==> src/rtl/hbm_arb_pkg.sv <==
// Shared types for the HBM channel arbiter: FSM states and the read-tag record
// that steers returned beats back to their requester.
package hbm_arb_pkg;

    localparam int HBM_DATA_WIDTH = 256;
    // Tag fields are sized for the largest legal configuration (8 requesters, 8-bit length)
    localparam int TAG_ID_W       = 3;
    localparam int TAG_LEN_W      = 8;

    typedef enum logic [0:0] {
        IDLE     = 1'b0,
        WR_BURST = 1'b1
    } arb_state_t;

    typedef struct packed {
        logic [TAG_ID_W-1:0]  id;
        logic [TAG_LEN_W-1:0] len;
    } arb_tag_t;

endpackage

==> src/rtl/hbm_arb_tag_fifo.sv <==
// In-order read-tag FIFO; a pop frees its slot for a push in the same cycle.
module hbm_arb_tag_fifo
    import hbm_arb_pkg::*;
#(
    parameter int DEPTH = 8
) (
    input  logic     clk,
    input  logic     rst_n,
    input  logic     push,
    input  arb_tag_t push_tag,
    input  logic     pop,
    output arb_tag_t head,
    output logic     full,
    output logic     empty
);

    localparam int PW = $clog2(DEPTH);

    logic [PW:0] wr_ptr, rd_ptr;
    arb_tag_t    mem [DEPTH];
    logic        do_push, do_pop;

    assign empty   = (wr_ptr == rd_ptr);
    assign full    = (wr_ptr[PW] != rd_ptr[PW]) && (wr_ptr[PW-1:0] == rd_ptr[PW-1:0]);
    assign do_pop  = pop & ~empty;
    assign do_push = push & (~full | do_pop);
    assign head    = mem[rd_ptr[PW-1:0]];

    always_ff @(posedge clk or negedge rst_n) begin
        if (!rst_n) begin
            wr_ptr <= '0;
            rd_ptr <= '0;
        end else begin
            if (do_push) wr_ptr <= wr_ptr + 1'b1;
            if (do_pop)  rd_ptr <= rd_ptr + 1'b1;
        end
    end

    always_ff @(posedge clk) begin
        if (do_push) mem[wr_ptr[PW-1:0]] <= push_tag;
    end

endmodule

==> src/rtl/hbm_channel_arbiter.sv <==
// Round-robin arbiter sharing one HBM channel among NUM_REQ requesters, with write-burst
// locking and in-order routing of read-response beats.
module hbm_channel_arbiter
    import hbm_arb_pkg::*;
#(
    parameter int NUM_REQ         = 4,
    parameter int ADDR_W          = 32,
    parameter int DATA_W          = HBM_DATA_WIDTH,
    parameter int LEN_W           = 4,
    parameter int MAX_OUTSTANDING = 8
) (
    input  logic                      clk,
    input  logic                      rst_n,
    input  logic [NUM_REQ-1:0]        req_valid,
    output logic [NUM_REQ-1:0]        req_ready,
    input  logic [NUM_REQ-1:0]        req_write,
    input  logic [NUM_REQ*ADDR_W-1:0] req_addr,
    input  logic [NUM_REQ*LEN_W-1:0]  req_len,
    input  logic [NUM_REQ*DATA_W-1:0] req_wdata,
    output logic                      hbm_cmd_valid,
    input  logic                      hbm_cmd_ready,
    output logic                      hbm_cmd_first,
    output logic                      hbm_cmd_write,
    output logic [ADDR_W-1:0]         hbm_cmd_addr,
    output logic [LEN_W-1:0]          hbm_cmd_len,
    output logic [DATA_W-1:0]         hbm_wdata,
    input  logic                      hbm_rvalid,
    input  logic [DATA_W-1:0]         hbm_rdata,
    output logic [NUM_REQ-1:0]        rsp_valid,
    output logic [DATA_W-1:0]         rsp_data,
    output logic                      rsp_last,
    output logic                      err_unexp_rsp
);

    localparam int IDW = $clog2(NUM_REQ);

    arb_state_t        state;
    logic [IDW-1:0]    rr_ptr, owner, win_id;
    logic              win_found;
    logic [LEN_W-1:0]  wr_cnt, rd_cnt, hold_len, win_len;
    logic [ADDR_W-1:0] hold_addr;
    logic              hold_write;
    logic              hs, push, pop, rsp_hit, fifo_full, fifo_empty;
    arb_tag_t          push_tag, head;

    function automatic logic [IDW-1:0] next_id(input logic [IDW-1:0] id);
        return (id == IDW'(NUM_REQ - 1)) ? '0 : id + IDW'(1);
    endfunction

    // Cyclic scan from rr_ptr; reads are skipped while the tag FIFO is full
    always_comb begin
        logic [IDW:0]   sum;
        logic [IDW-1:0] cand;
        win_found = 1'b0;
        win_id    = '0;
        for (int k = 0; k < NUM_REQ; k++) begin
            sum = {1'b0, rr_ptr} + (IDW+1)'(k);
            if (sum >= (IDW+1)'(NUM_REQ)) sum = sum - (IDW+1)'(NUM_REQ);
            cand = sum[IDW-1:0];
            if (!win_found && req_valid[cand] && (req_write[cand] || !fifo_full)) begin
                win_found = 1'b1;
                win_id    = cand;
            end
        end
    end

    assign win_len = req_len[win_id*LEN_W +: LEN_W];

    always_comb begin
        hbm_cmd_valid = 1'b0;
        hbm_cmd_first = 1'b0;
        hbm_cmd_write = 1'b0;
        hbm_cmd_addr  = '0;
        hbm_cmd_len   = '0;
        hbm_wdata     = '0;
        req_ready     = '0;
        if (rst_n) begin
            if (state == WR_BURST) begin
                req_ready[owner] = hbm_cmd_ready;
                if (req_valid[owner]) begin
                    hbm_cmd_valid = 1'b1;
                    hbm_cmd_write = hold_write;
                    hbm_cmd_addr  = hold_addr;
                    hbm_cmd_len   = hold_len;
                    hbm_wdata     = req_wdata[owner*DATA_W +: DATA_W];
                end
            end else if (win_found) begin
                req_ready[win_id] = hbm_cmd_ready;
                hbm_cmd_valid     = 1'b1;
                hbm_cmd_first     = 1'b1;
                hbm_cmd_write     = req_write[win_id];
                hbm_cmd_addr      = req_addr[win_id*ADDR_W +: ADDR_W];
                hbm_cmd_len       = win_len;
                hbm_wdata         = req_wdata[win_id*DATA_W +: DATA_W];
            end
        end
    end

    assign hs           = hbm_cmd_valid & hbm_cmd_ready;
    assign push         = hs & (state == IDLE) & ~req_write[win_id];
    assign push_tag.id  = TAG_ID_W'(win_id);
    assign push_tag.len = TAG_LEN_W'(win_len);

    assign rsp_hit  = hbm_rvalid & ~fifo_empty;
    assign rsp_last = rsp_hit & (TAG_LEN_W'(rd_cnt) == head.len);
    assign pop      = rsp_last;
    assign rsp_data = rsp_hit ? hbm_rdata : '0;

    always_comb begin
        rsp_valid = '0;
        for (int i = 0; i < NUM_REQ; i++)
            rsp_valid[i] = rsp_hit && (head.id == TAG_ID_W'(i));
    end

    hbm_arb_tag_fifo #(.DEPTH(MAX_OUTSTANDING)) u_tag_fifo (
        .clk      (clk),
        .rst_n    (rst_n),
        .push     (push),
        .push_tag (push_tag),
        .pop      (pop),
        .head     (head),
        .full     (fifo_full),
        .empty    (fifo_empty)
    );

    always_ff @(posedge clk or negedge rst_n) begin
        if (!rst_n) begin
            state         <= IDLE;
            rr_ptr        <= '0;
            owner         <= '0;
            wr_cnt        <= '0;
            rd_cnt        <= '0;
            hold_addr     <= '0;
            hold_len      <= '0;
            hold_write    <= 1'b0;
            err_unexp_rsp <= 1'b0;
        end else begin
            if (hbm_rvalid && fifo_empty) err_unexp_rsp <= 1'b1;
            if (rsp_hit) rd_cnt <= rsp_last ? '0 : rd_cnt + LEN_W'(1);
            case (state)
                IDLE: if (hs) begin
                    if (!req_write[win_id] || win_len == '0) begin
                        rr_ptr <= next_id(win_id);
                    end else begin
                        owner      <= win_id;
                        wr_cnt     <= win_len;
                        hold_addr  <= req_addr[win_id*ADDR_W +: ADDR_W];
                        hold_len   <= win_len;
                        hold_write <= 1'b1;
                        state      <= WR_BURST;
                    end
                end
                WR_BURST: if (hs) begin
                    wr_cnt <= wr_cnt - LEN_W'(1);
                    if (wr_cnt == LEN_W'(1)) begin
                        state  <= IDLE;
                        rr_ptr <= next_id(owner);
                    end
                end
                default: state <= IDLE;
            endcase
        end
    end

endmodule

==> config.mk <==
export PLATFORM = sky130hd
export DESIGN_NAME = hbm_channel_arbiter
export DESIGN_NICKNAME = d
export VERILOG_FILES = /design/src/rtl/hbm_arb_pkg.sv /design/src/rtl/hbm_arb_tag_fifo.sv /design/src/rtl/hbm_channel_arbiter.sv
export SDC_FILE = /design/constraint.sdc
export NUM_CORES = 1
export LEC_CHECK = 0
export BUFFER_PORTS_ARGS = -buffer_cell sky130_fd_sc_hd__buf_2
export CAP_MARGIN = 20
export CORE_AREA = 5 5 778 780
export DETAILED_ROUTE_END_ITERATION = 6
export DIE_AREA = 0 0 783 785
export GPL_TIMING_DRIVEN = 1
export HOLD_SLACK_MARGIN = 0.03
export PLACE_DENSITY = 0.3
export RECOVER_POWER = 50
export REMOVE_ABC_BUFFERS = 1
export SLEW_MARGIN = 5
export SYNTH_ARGS = -nofsm -noshare
export SYNTH_HDL_FRONTEND = slang
export SYNTH_SLANG_ARGS = --single-unit
export TNS_END_PERCENT = 5
==> constraint.sdc <==
create_clock -name clk -period 12.1 [get_ports clk]
set_input_delay 2.42 -clock clk [delete_from_list [all_inputs] [get_ports clk]]
set_output_delay 2.42 -clock clk [all_outputs]
set_load 0.03 [all_outputs]
==> Word level (Yosys, flattened, before mapping) <==
Memories as Yosys holds them, arrays and structs flattened.
Index checks and enable logic that the tools add are counted.
{ "totals": {"ff_bits": 59, "word_cells": 182, "output_inout_bits": 561, "ramBits": 48, "mem_count": 1, "in_bits": 1436} }
{ "memory_table": {"columns": ["memory", "words", "word_bits", "read_ports", "rd_clocked_by_memory_dff", "write_ports", "line", "text"], "rows": [
  ["u_tag_fifo.mem", 8, 6, 1, 0, 1, "hbm_arb_tag_fifo.sv:20", "arb_tag_t mem [DEPTH];"]
]} }
{ "op_classes": {"shifts": 4, "n_addsub": 13, "order_cmp": 12, "n_bitwise": 15, "n_eq_ne": 15, "n_reduce_logical": 30, "muxes": 81} }
{ "op_table": {"columns": ["op", "n"], "rows": [
  ["$shiftx 1024x11->256", 2],
  ["$mux 256", 5],
  ["$mux 32", 4],
  ["$shiftx 128x8->32", 1],
  ["$mux 4", 11],
  ["$mux 1", 32],
  ["$mux 2", 14],
  ["$bmux 1 s2", 10],
  ["$lt 2x3->1 const B", 6],
  ["$shiftx 16x5->4", 1],
  ["$logic_and 1x1->1", 15],
  ["$add 4x1->4 const B", 3],
  ["$ge 3x3->1 const B", 3],
  ["$and 4x4->4", 2],
  ["$eq 4x8->1", 1],
  ["$pmux 4 s2", 1],
  ["$sub 2x1->2 const B", 4],
  ["$and 1x1->1", 7],
  ["$add 2x2->3 const B", 2],
  ["$eq 3x2->1 const B", 2],
  ["$ne 2x1->1 const B", 3],
  ["$reduce_and 3->1", 2],
  ["$logic_not 1->1", 5],
  ["$logic_or 1x1->1", 5],
  ["other kinds (20)", 29]
]} }

==> Longest topological paths before layout <==
Gate-level depths: netlist (run 1).
{ "depth": {"word_depth": 28, "ltp_mapped": 18, "mapped_depth_nobuf": 12} }

==> Cells and area by module <==
From an unflattened synthesis (run 1), not the netlist that was laid out.
{ "hier_totals": {"hier_cells": 3263, "hier_area_um2": 25998.7} }
{ "modules_own_cells": {"columns": ["mod", "cells_each", "seq_area_each_um2", "area_each_um2", "n_inst"], "rows": [
  ["hbm_channel_arbiter", 3079, 1276.2, 22063.7, 1],
  ["hbm_arb_tag_fifo", 184, 2842.7, 3935.0, 1]
]} }

==> Worst setup path before layout (run 1) <==
No wires, ideal clock.
{ "synth_timing": {"path_kind": "input port to output port", "from": "input req_write[0]", "to": "output hbm_wdata[246]", "path_stages": 13, "path_slack_ns": 4.219, "n_path_buf": 3, "arrival_ns": 5.461, "t_required_ns": 9.680, "cell_sequence": "mux4_2 o21ai_4 o22ai_1 a211oi_2 nand2_1 inv_1 clkbuf_1 clkbuf_1 clkbuf_1 nand2_1 a21oi_1 a21oi_1 o21ai_0"} }
{ "synth_between": {"elab_chain_cells": 21, "word_cells_on_any_way": 34, "classes_between": "shift (1); mux (19); reduce/logical (14)"} }
{ "synth_rtl": {"columns": ["element", "line", "text"], "rows": [
  ["start, declared", "hbm_channel_arbiter.sv:16", "input logic [NUM_REQ-1:0] req_write,"],
  ["$bmux 1 s2", "hbm_channel_arbiter.sv:60", "if (!win_found && req_valid[cand] && (req_write[cand] || !fifo_full)) begin"],
  ["$mux 1 (implied by the code)", "hbm_channel_arbiter.sv:60", null],
  ["$logic_or 1x1->1", "hbm_channel_arbiter.sv:60", null],
  ["$logic_and 1x1->1", "hbm_channel_arbiter.sv:60", null],
  ["$mux 1", "hbm_channel_arbiter.sv:60", null],
  ["$logic_not 1->1", "hbm_channel_arbiter.sv:60", null],
  ["$logic_and 1x1->1 (2 in series)", "hbm_channel_arbiter.sv:60", null],
  ["$mux 1", "hbm_channel_arbiter.sv:60", null],
  ["[... 3 more ...]", null, null],
  ["$mux 1", "hbm_channel_arbiter.sv:60", null],
  ["$logic_not 1->1", "hbm_channel_arbiter.sv:60", null],
  ["$logic_and 1x1->1 (2 in series)", "hbm_channel_arbiter.sv:60", null],
  ["$mux 2", "hbm_channel_arbiter.sv:60", null],
  ["$shiftx 1024x11->256", "hbm_channel_arbiter.sv:94", "hbm_wdata = req_wdata[win_id*DATA_W +: DATA_W];"],
  ["$mux 256 *", "hbm_channel_arbiter.sv:87", "end else if (win_found) begin"],
  ["$mux 256 *", "hbm_channel_arbiter.sv:78", "if (state == WR_BURST) begin"],
  ["$mux 256 *", "hbm_channel_arbiter.sv:77", "if (rst_n) begin"],
  ["end, declared", "hbm_channel_arbiter.sv:26", "output logic [DATA_W-1:0] hbm_wdata,"]
]} }
Every way passes the cells marked *; elsewhere a longest branch is shown, timed or not. The select of a mux whose other input is x is not followed.

==> Worst setup path in the final report (run 1) <==
{ "layout_timing": {"from": "input req_write[3]", "to": "output hbm_wdata[74]"} }
The elaborated chain is that of the path after synthesis.

==> impl_metrics.json, run 1 <==
{
  "status": "complete, but fails checks",
  "failed_checks": "capacitance limit, slew limit",
  "async_flop_share_pct": 55.14,
  "antenna_left": 0,
  "avgViaCountPerCell": 2.983,
  "synth.lib_cells_used.distinct": 65,
  "first_pass_grt_wire_length_microns": 546700,
  "worst_hold_check_slack_ns": 0.4732,
  "yosys_warnings": 0,
  "critPathKind": "input pin to output port",
  "ff2ff_path_depth": 10,
  "cp.arrival_ns": 8.12,
  "antenna_found_initial": 594,
  "first_iter_violations": 3977,
  "finalWorstPathRequiredPeriod_ns": 10.54,
  "report.final.slew_viol_count": 531,
  "detailedPlacementHpwl_microns": 419000,
  "post-layout-total-power_mw": 11.64,
  "finalClockSkew_ns": 0.03956,
  "critical_path.slowest_cell": "sky130_fd_sc_hd__o21ai_0",
  "reg2reg_slack_ns": 4.28,
  "critical_path_cell_count": 13,
  "std_cell_core_area_sq_mm": 0.5970,
  "syn_area_per_cell_sq_um": 6.471,
  "cts_resized": 0,
  "power.static_leakage_nw": 18.73,
  "peakVddDrop_mv": 0.2305,
  "tritoncts_num_sinks": 107,
  "gr-total-overflow": 0,
  "number_of_standard_cells_after_synthesis": 3889,
  "hold_path_depth": 1,
  "worst_pin_slew_ns": 3.506,
  "die_h_microns": 785,
  "finish.net_count": 7029,
  "pwr_density_cell_mw_per_mm2": 258.6,
  "slew_headroom_pct": -133.8,
  "gpl.final_weighted_congestion": 0.9753,
  "edff_count_synth": 48,
  "drc": 0,
  "grt_max_degree": 204,
  "placed_cells": 13433,
  "synthFlopType": "sky130_fd_sc_hd__dfrtp_1",
  "wirelength_microns": 464800,
  "setup.worst_path.end_class": "output port",
  "row_count": 284,
  "clk-insertion-delay-late_ns": 0.42,
  "cts_hold_repair.buffers": 0,
  "syn_area_sq_mm": 0.02516,
  "path_delay_family": "compound AO/OA/AOI/OAI gates",
  "cts_root_buffer": "sky130_fd_sc_hd__clkbuf_16",
  "min_path_type": "flip-flop to flip-flop",
  "cts_made_buffers": 9,
  "finish.utilization_pct": 7.544,
  "setup-tns-final_ns": 0,
  "fp.dieArea_sq_mm": 0.6147,
  "setup_viol": 0,
  "rsz0062_at_grt": "no",
  "cts_post_setup_buffers_inserted": 0,
  "req_time_crit_path_ns": 9.68,
  "syn2layout_area_growth_pct": 78.96,
  "crit_fanout": 81,
  "cp_cell_sequence": "clkbuf_1 > mux4_2 > o21ai_0 > o22ai_1 > a211oi_2 > nand2_1 > inv_8 > buf_12 > nand2_1 > a21oi_1 > a21oi_1 > o21ai_0 > buf_2",
  "synth_seq_cells": 107,
  "cts_htree_levels": 3,
  "clkTransAtPathRegs_ns": 0.08,
  "clock_tree.buffer_depth": 2,
  "tritoncts": "yes",
  "initial_core_util_pct": 4.215,
  "wire_per_inst_microns": 33.80,
  "cp_slowest_stage_delay_ns": 1.13,
  "startpoint_type": "input pin",
  "layout-drive-gt1-share_pct": 39.10,
  "final_cells": 13754,
  "timing.critical_path.buf_inv": 4,
  "hold_start": "hold_write$_DFFE_PN0P_",
  "period_share_pct": 87.13,
  "dr.pass1.iters": 6,
  "first_global_vias": 37025,
  "timing_hold_violations_final": 0,
  "fmax_mhz": 94.85,
  "grt_util_all_layers_pct": 14.29,
  "regToRegEndpoint": "wr_cnt[2]$_DFFE_PN0P_",
  "i_o_pins": 1997,
  "width_of_the_chip_microns": 783,
  "buffer_ports.inserted": 1996,
  "vias": 41028,
  "max_cap_violations": 8,
  "holdPathEnd": "hold_write$_DFFE_PN0P_",
  "filler_cell_count": 71089,
  "reg2reg_from": "rr_ptr[0]$_DFFE_PN0P_",
  "synth-seq-area-share_pct": 11.60
}
state kept, by name, summed over array words and instances (netlist names), 2 cells and up:
register,count
hold_addr,32
hold_len,4
owner,2
rd_cnt,4
rr_ptr,2
u_tag_fifo.mem,48
u_tag_fifo.rd_ptr,4
u_tag_fifo.wr_ptr,4
wr_cnt,4
per-stage QoR:
stage / instance area [sq um] / setup slack (ns)
6_report: 45030 / 1.558
5_1_grt: 44490 / 1.346
4_1_cts: 44620 / 2.790
3_5_place_dp: 44310 / 2.805
3_3_place_gp: 44300 / 1.876
2_1_floorplan: 23580 / -28.12
layout by cell type (no fill, tap or decap), types with 56 or more instances in the layout:
cell type | Yosys | routed
sky130_fd_sc_hd__diode_2 | 0 | 304
sky130_fd_sc_hd__dfrtp_1 | 59 | 57
sky130_fd_sc_hd__a21oi_1 | 498 | 498
sky130_fd_sc_hd__mux4_2 | 272 | 272
sky130_fd_sc_hd__o21ai_0 | 292 | 293
sky130_fd_sc_hd__nand3_1 | 56 | 56
sky130_fd_sc_hd__buf_2 | 39 | 1806
sky130_fd_sc_hd__nand2_1 | 1712 | 1710
sky130_fd_sc_hd__and3_1 | 259 | 258
sky130_fd_sc_hd__clkbuf_1 | 317 | 202
power by group:
part | switching [mW] | internal [mW]
Clock | 0.183 | 0.151
Combinational | 7.72 | 2.94
Sequential | 0.137 | 0.515
layer usage:
layer | vias up | part of all wire [%] | GRT usage (%) | wire (microns)
met1 | 19763 | 36 | 15.09 | 165300
met2 | 2736 | 50 | 25.64 | 232900
met4 | 232 | 4.0 | 4.462 | 18800
met5 | - | 0.32 | 0 | 1468
met3 | 968 | 10 | 6.006 | 46350
li1 | 17329 | - | - | -
cell usage after synthesis, drive strengths merged (8+ instances only):
cell | count | area [sq um]
o21ai | 298 | 1503
ha | 13 | 162.7
xnor2 | 8 | 92.59
clkbuf | 317 | 1190
mux4 | 272 | 6126
a32oi | 12 | 105.1
xor2 | 8 | 70.07
nor2 | 17 | 63.81
o22ai | 34 | 212.7
mux2i | 52 | 520.5
edfxtp | 48 | 1441
nand3 | 56 | 280.3
a21oi | 500 | 2517
nor2b | 11 | 68.82
dfrtp | 59 | 1476
nor3 | 12 | 65.06
inv | 43 | 161.4
and3 | 259 | 1620
nand2 | 1712 | 6426
buf | 78 | 397.9
cell type report:
| type | count | area (sq um) | area share [%] |
|---|---|---|---|
| clock inverter | 7 | 88.84 | 0.1973 |
| sequential | 107 | 2925 | 6.496 |
| multi-input combinational | 3342 | 20490 | 45.50 |
| timing repair buffer | 2075 | 10520 | 23.35 |
| antenna | 304 | 760.7 | 1.689 |
| clock buffer | 9 | 225.2 | 0.5001 |
| tap | 7865 | 9841 | 21.85 |
| inverter | 45 | 183.9 | 0.4084 |
worst register-to-register path: stages (launching register included):
cell and delay (ns):
sky130_fd_sc_hd__dfrtp_1 0.97, sky130_fd_sc_hd__mux4_2 0.62, sky130_fd_sc_hd__o21ai_0 1.13, sky130_fd_sc_hd__o211a_1 0.31, sky130_fd_sc_hd__a211oi_2 0.05, sky130_fd_sc_hd__nand2_1 0.53, sky130_fd_sc_hd__clkbuf_1 1.35, sky130_fd_sc_hd__mux4_2 0.88
sky130_fd_sc_hd__o41ai_1 1.11, sky130_fd_sc_hd__a21boi_0 0.44, sky130_fd_sc_hd__o211a_1 0.31
cells by family (layout without fill, tap and decap cells):
| kind of cell | count (synthesis) | in the layout | share of synthesized area (%) |
|---|---|---|---|
| AO/OA/AOI/OAI | 889 | 889 | 18.79 |
| XOR/XNOR | 16 | 16 | 0.6464 |
| adder cells (fa/ha/maj) | 13 | 13 | 0.6464 |
| buffers and inverters | 440 | 2136 | 6.981 |
| flip-flops | 107 | 107 | 11.60 |
| multiplexers | 330 | 330 | 26.68 |
| other | 0 | 304 | 0 |
| AND/OR/NAND/NOR | 2094 | 2094 | 34.66 |
worst max path at each step:
stage / endpoint / slack, ns / startpoint
after floorplan: hbm_cmd_len[0] / -28.12 / req_write[0]
final: hbm_wdata[74] / 1.56 / req_write[3]
after CTS: hbm_wdata[145] / 2.79 / req_write[2]
after global routing: hbm_wdata[85] / 1.35 / req_write[3]
after global placement: hbm_wdata[66] / 1.88 / req_write[2]
after detailed placement: hbm_wdata[145] / 2.80 / req_write[2]
Power figures use the tool's default switching activity.
==> run 2, diff against run 1 <==
Settings changed: CELL_PAD_IN_SITES_DETAIL_PLACEMENT set to 1, CELL_PAD_IN_SITES_GLOBAL_PLACEMENT set to 1, CORE_AREA 5 5 778 780 to 5 5 786 788, DIE_AREA 0 0 783 785 to 0 0 791 793.
Clock period 12.1 ns to 9.1 ns, I/O delays scaled along.
==> impl_metrics.json, run 2 (same netlist as run 1, synthesis figures left out) <==
{
  "path_delay_family": "buffers and inverters",
  "clock_tree.buffer_depth": 2,
  "peakVddDrop_mv": 0.3145,
  "avgViaCountPerCell": 2.935,
  "pwr_density_cell_mw_per_mm2": 336.8,
  "cp.arrival_ns": 6.19,
  "worst_pin_slew_ns": 2.327,
  "cts_post_setup_buffers_inserted": 0,
  "finish.net_count": 7050,
  "post-layout-total-power_mw": 15.33,
  "timing.critical_path.buf_inv": 3,
  "syn2layout_area_growth_pct": 80.91,
  "i_o_pins": 1997,
  "std_cell_core_area_sq_mm": 0.6094,
  "layout-drive-gt1-share_pct": 38.08,
  "period_share_pct": 88.02,
  "cts_root_buffer": "sky130_fd_sc_hd__clkbuf_16",
  "fp.dieArea_sq_mm": 0.6273,
  "dr.pass1.iters": 7,
  "slew_headroom_pct": -55.11,
  "holdPathEnd": "hold_write$_DFFE_PN0P_",
  "width_of_the_chip_microns": 791,
  "grt_util_all_layers_pct": 13.75,
  "buffer_ports.inserted": 1996,
  "rsz0062_at_grt": "no",
  "ff2ff_path_depth": 10,
  "max_cap_violations": 5,
  "final_common_cell": "sky130_fd_sc_hd__buf_2",
  "finalClockSkew_ns": 0.02151,
  "cts_made_buffers": 9,
  "die_h_microns": 793,
  "reg2reg_slack_ns": 2.15,
  "setup_viol": 0,
  "wirelength_microns": 456000,
  "power.static_leakage_nw": 18.67,
  "crit_fanout": 25,
  "critical_path.slowest_cell": "sky130_fd_sc_hd__clkbuf_1",
  "first_pass_grt_wire_length_microns": 543900,
  "cts_resized": 0,
  "tritoncts_num_sinks": 107,
  "report.final.slew_viol_count": 180,
  "clkTransAtPathRegs_ns": 0.09,
  "req_time_crit_path_ns": 7.28,
  "clk-insertion-delay-late_ns": 0.39,
  "vias": 40897,
  "fmax_mhz": 124.8,
  "startpoint_type": "input pin",
  "gpl.final_weighted_congestion": 0.8917,
  "regToRegEndpoint": "wr_cnt[2]$_DFFE_PN0P_",
  "finalWorstPathRequiredPeriod_ns": 8.010,
  "failed_checks": "capacitance limit, slew limit",
  "antenna_left": 0,
  "cp_cell_sequence": "clkbuf_1 > mux4_2 > o21ai_4 > mux2i_1 > a221o_1 > clkbuf_1 > mux4_2 > a22o_1 > buf_2",
  "cts_hold_repair.buffers": 0,
  "setup.worst_path.end_class": "output port",
  "first_global_vias": 39334,
  "hold_start": "hold_write$_DFFE_PN0P_",
  "row_count": 287,
  "status": "complete, but fails checks",
  "initial_core_util_pct": 4.129,
  "most-common-layout-cells": "sky130_fd_sc_hd__buf_2, sky130_fd_sc_hd__nand2_1, sky130_fd_sc_hd__a21oi_1, sky130_fd_sc_hd__o21ai_0, sky130_fd_sc_hd__mux4_2",
  "reg2reg_from": "rr_ptr[0]$_DFFE_PN0P_",
  "antenna_found_initial": 613,
  "cts_htree_levels": 3,
  "setup-tns-final_ns": 0,
  "min_path_type": "flip-flop to flip-flop",
  "critPathKind": "input pin to output port",
  "largest_reg_flops": 48,
  "hold_path_depth": 1,
  "tritoncts": "yes",
  "gr-total-overflow": 0,
  "detailedPlacementHpwl_microns": 406400,
  "cp_slowest_stage_delay_ns": 1.56,
  "grt_max_degree": 153,
  "drc": 0,
  "first_iter_violations": 3247,
  "timing_hold_violations_final": 0,
  "wire_per_inst_microns": 32.72
}
[run 2: layer usage]
metal	part of all wire, %	vias to the layer above	global-route usage [%]
li1	-	17273	-
met1	34	19746	14.05
met2	51	2455	25.35
met3	10	1161	5.796
met4	4.4	262	4.085
met5	0.38	-	0
[run 2: final cells by class]
class                   instances  area [sq um]
fillers                     73836        563900
multi-input cells            3342         20500
repair buffers               2096         10900
well taps                    8092         10120
flip-flops and latches        107          2925
diodes                        238         595.6
clock buffers                  10         239.0
inverters                      45         183.9
clock inverters                 6         55.05
[run 2: power breakdown]
| part | switching [mW] | leakage [nW] | internal [mW] |
|---|---|---|---|
| Combinational | 9.97 | 17.4 | 4.09 |
| Clock | 0.233 | 0.141 | 0.201 |
| Sequential | 0.160 | 1.11 | 0.685 |
[run 2: worst max path at each step]
stage,start,end,cells after the start
6_report,req_write[3],hbm_cmd_len[1],9
4_1_cts,req_write[3],hbm_cmd_len[3],14
5_1_grt,hbm_rvalid,rsp_data[124],4
2_1_floorplan,req_write[0],hbm_cmd_len[0],10
3_5_place_dp,req_write[3],hbm_cmd_len[3],14
3_3_place_gp,req_write[1],hbm_cmd_len[3],14
[run 2: stage by stage]
stage / utilization (%) / hold WS, ns / worst slack, ns / instances / area (sq um)
global placement: 7.390 / 0.4488 / 1.070 / 13681 / 45040
finish: 7.471 / 0.4791 / 1.090 / 13936 / 45520
global route: 7.405 / 0.4830 / 0.5974 / 13775 / 45120
detailed placement: 7.390 / 0.4547 / 1.121 / 13681 / 45040
CTS: 7.439 / 0.4783 / 1.087 / 13697 / 45330
floorplan: - / 0.4340 / -29.92 / 3494 / 23580
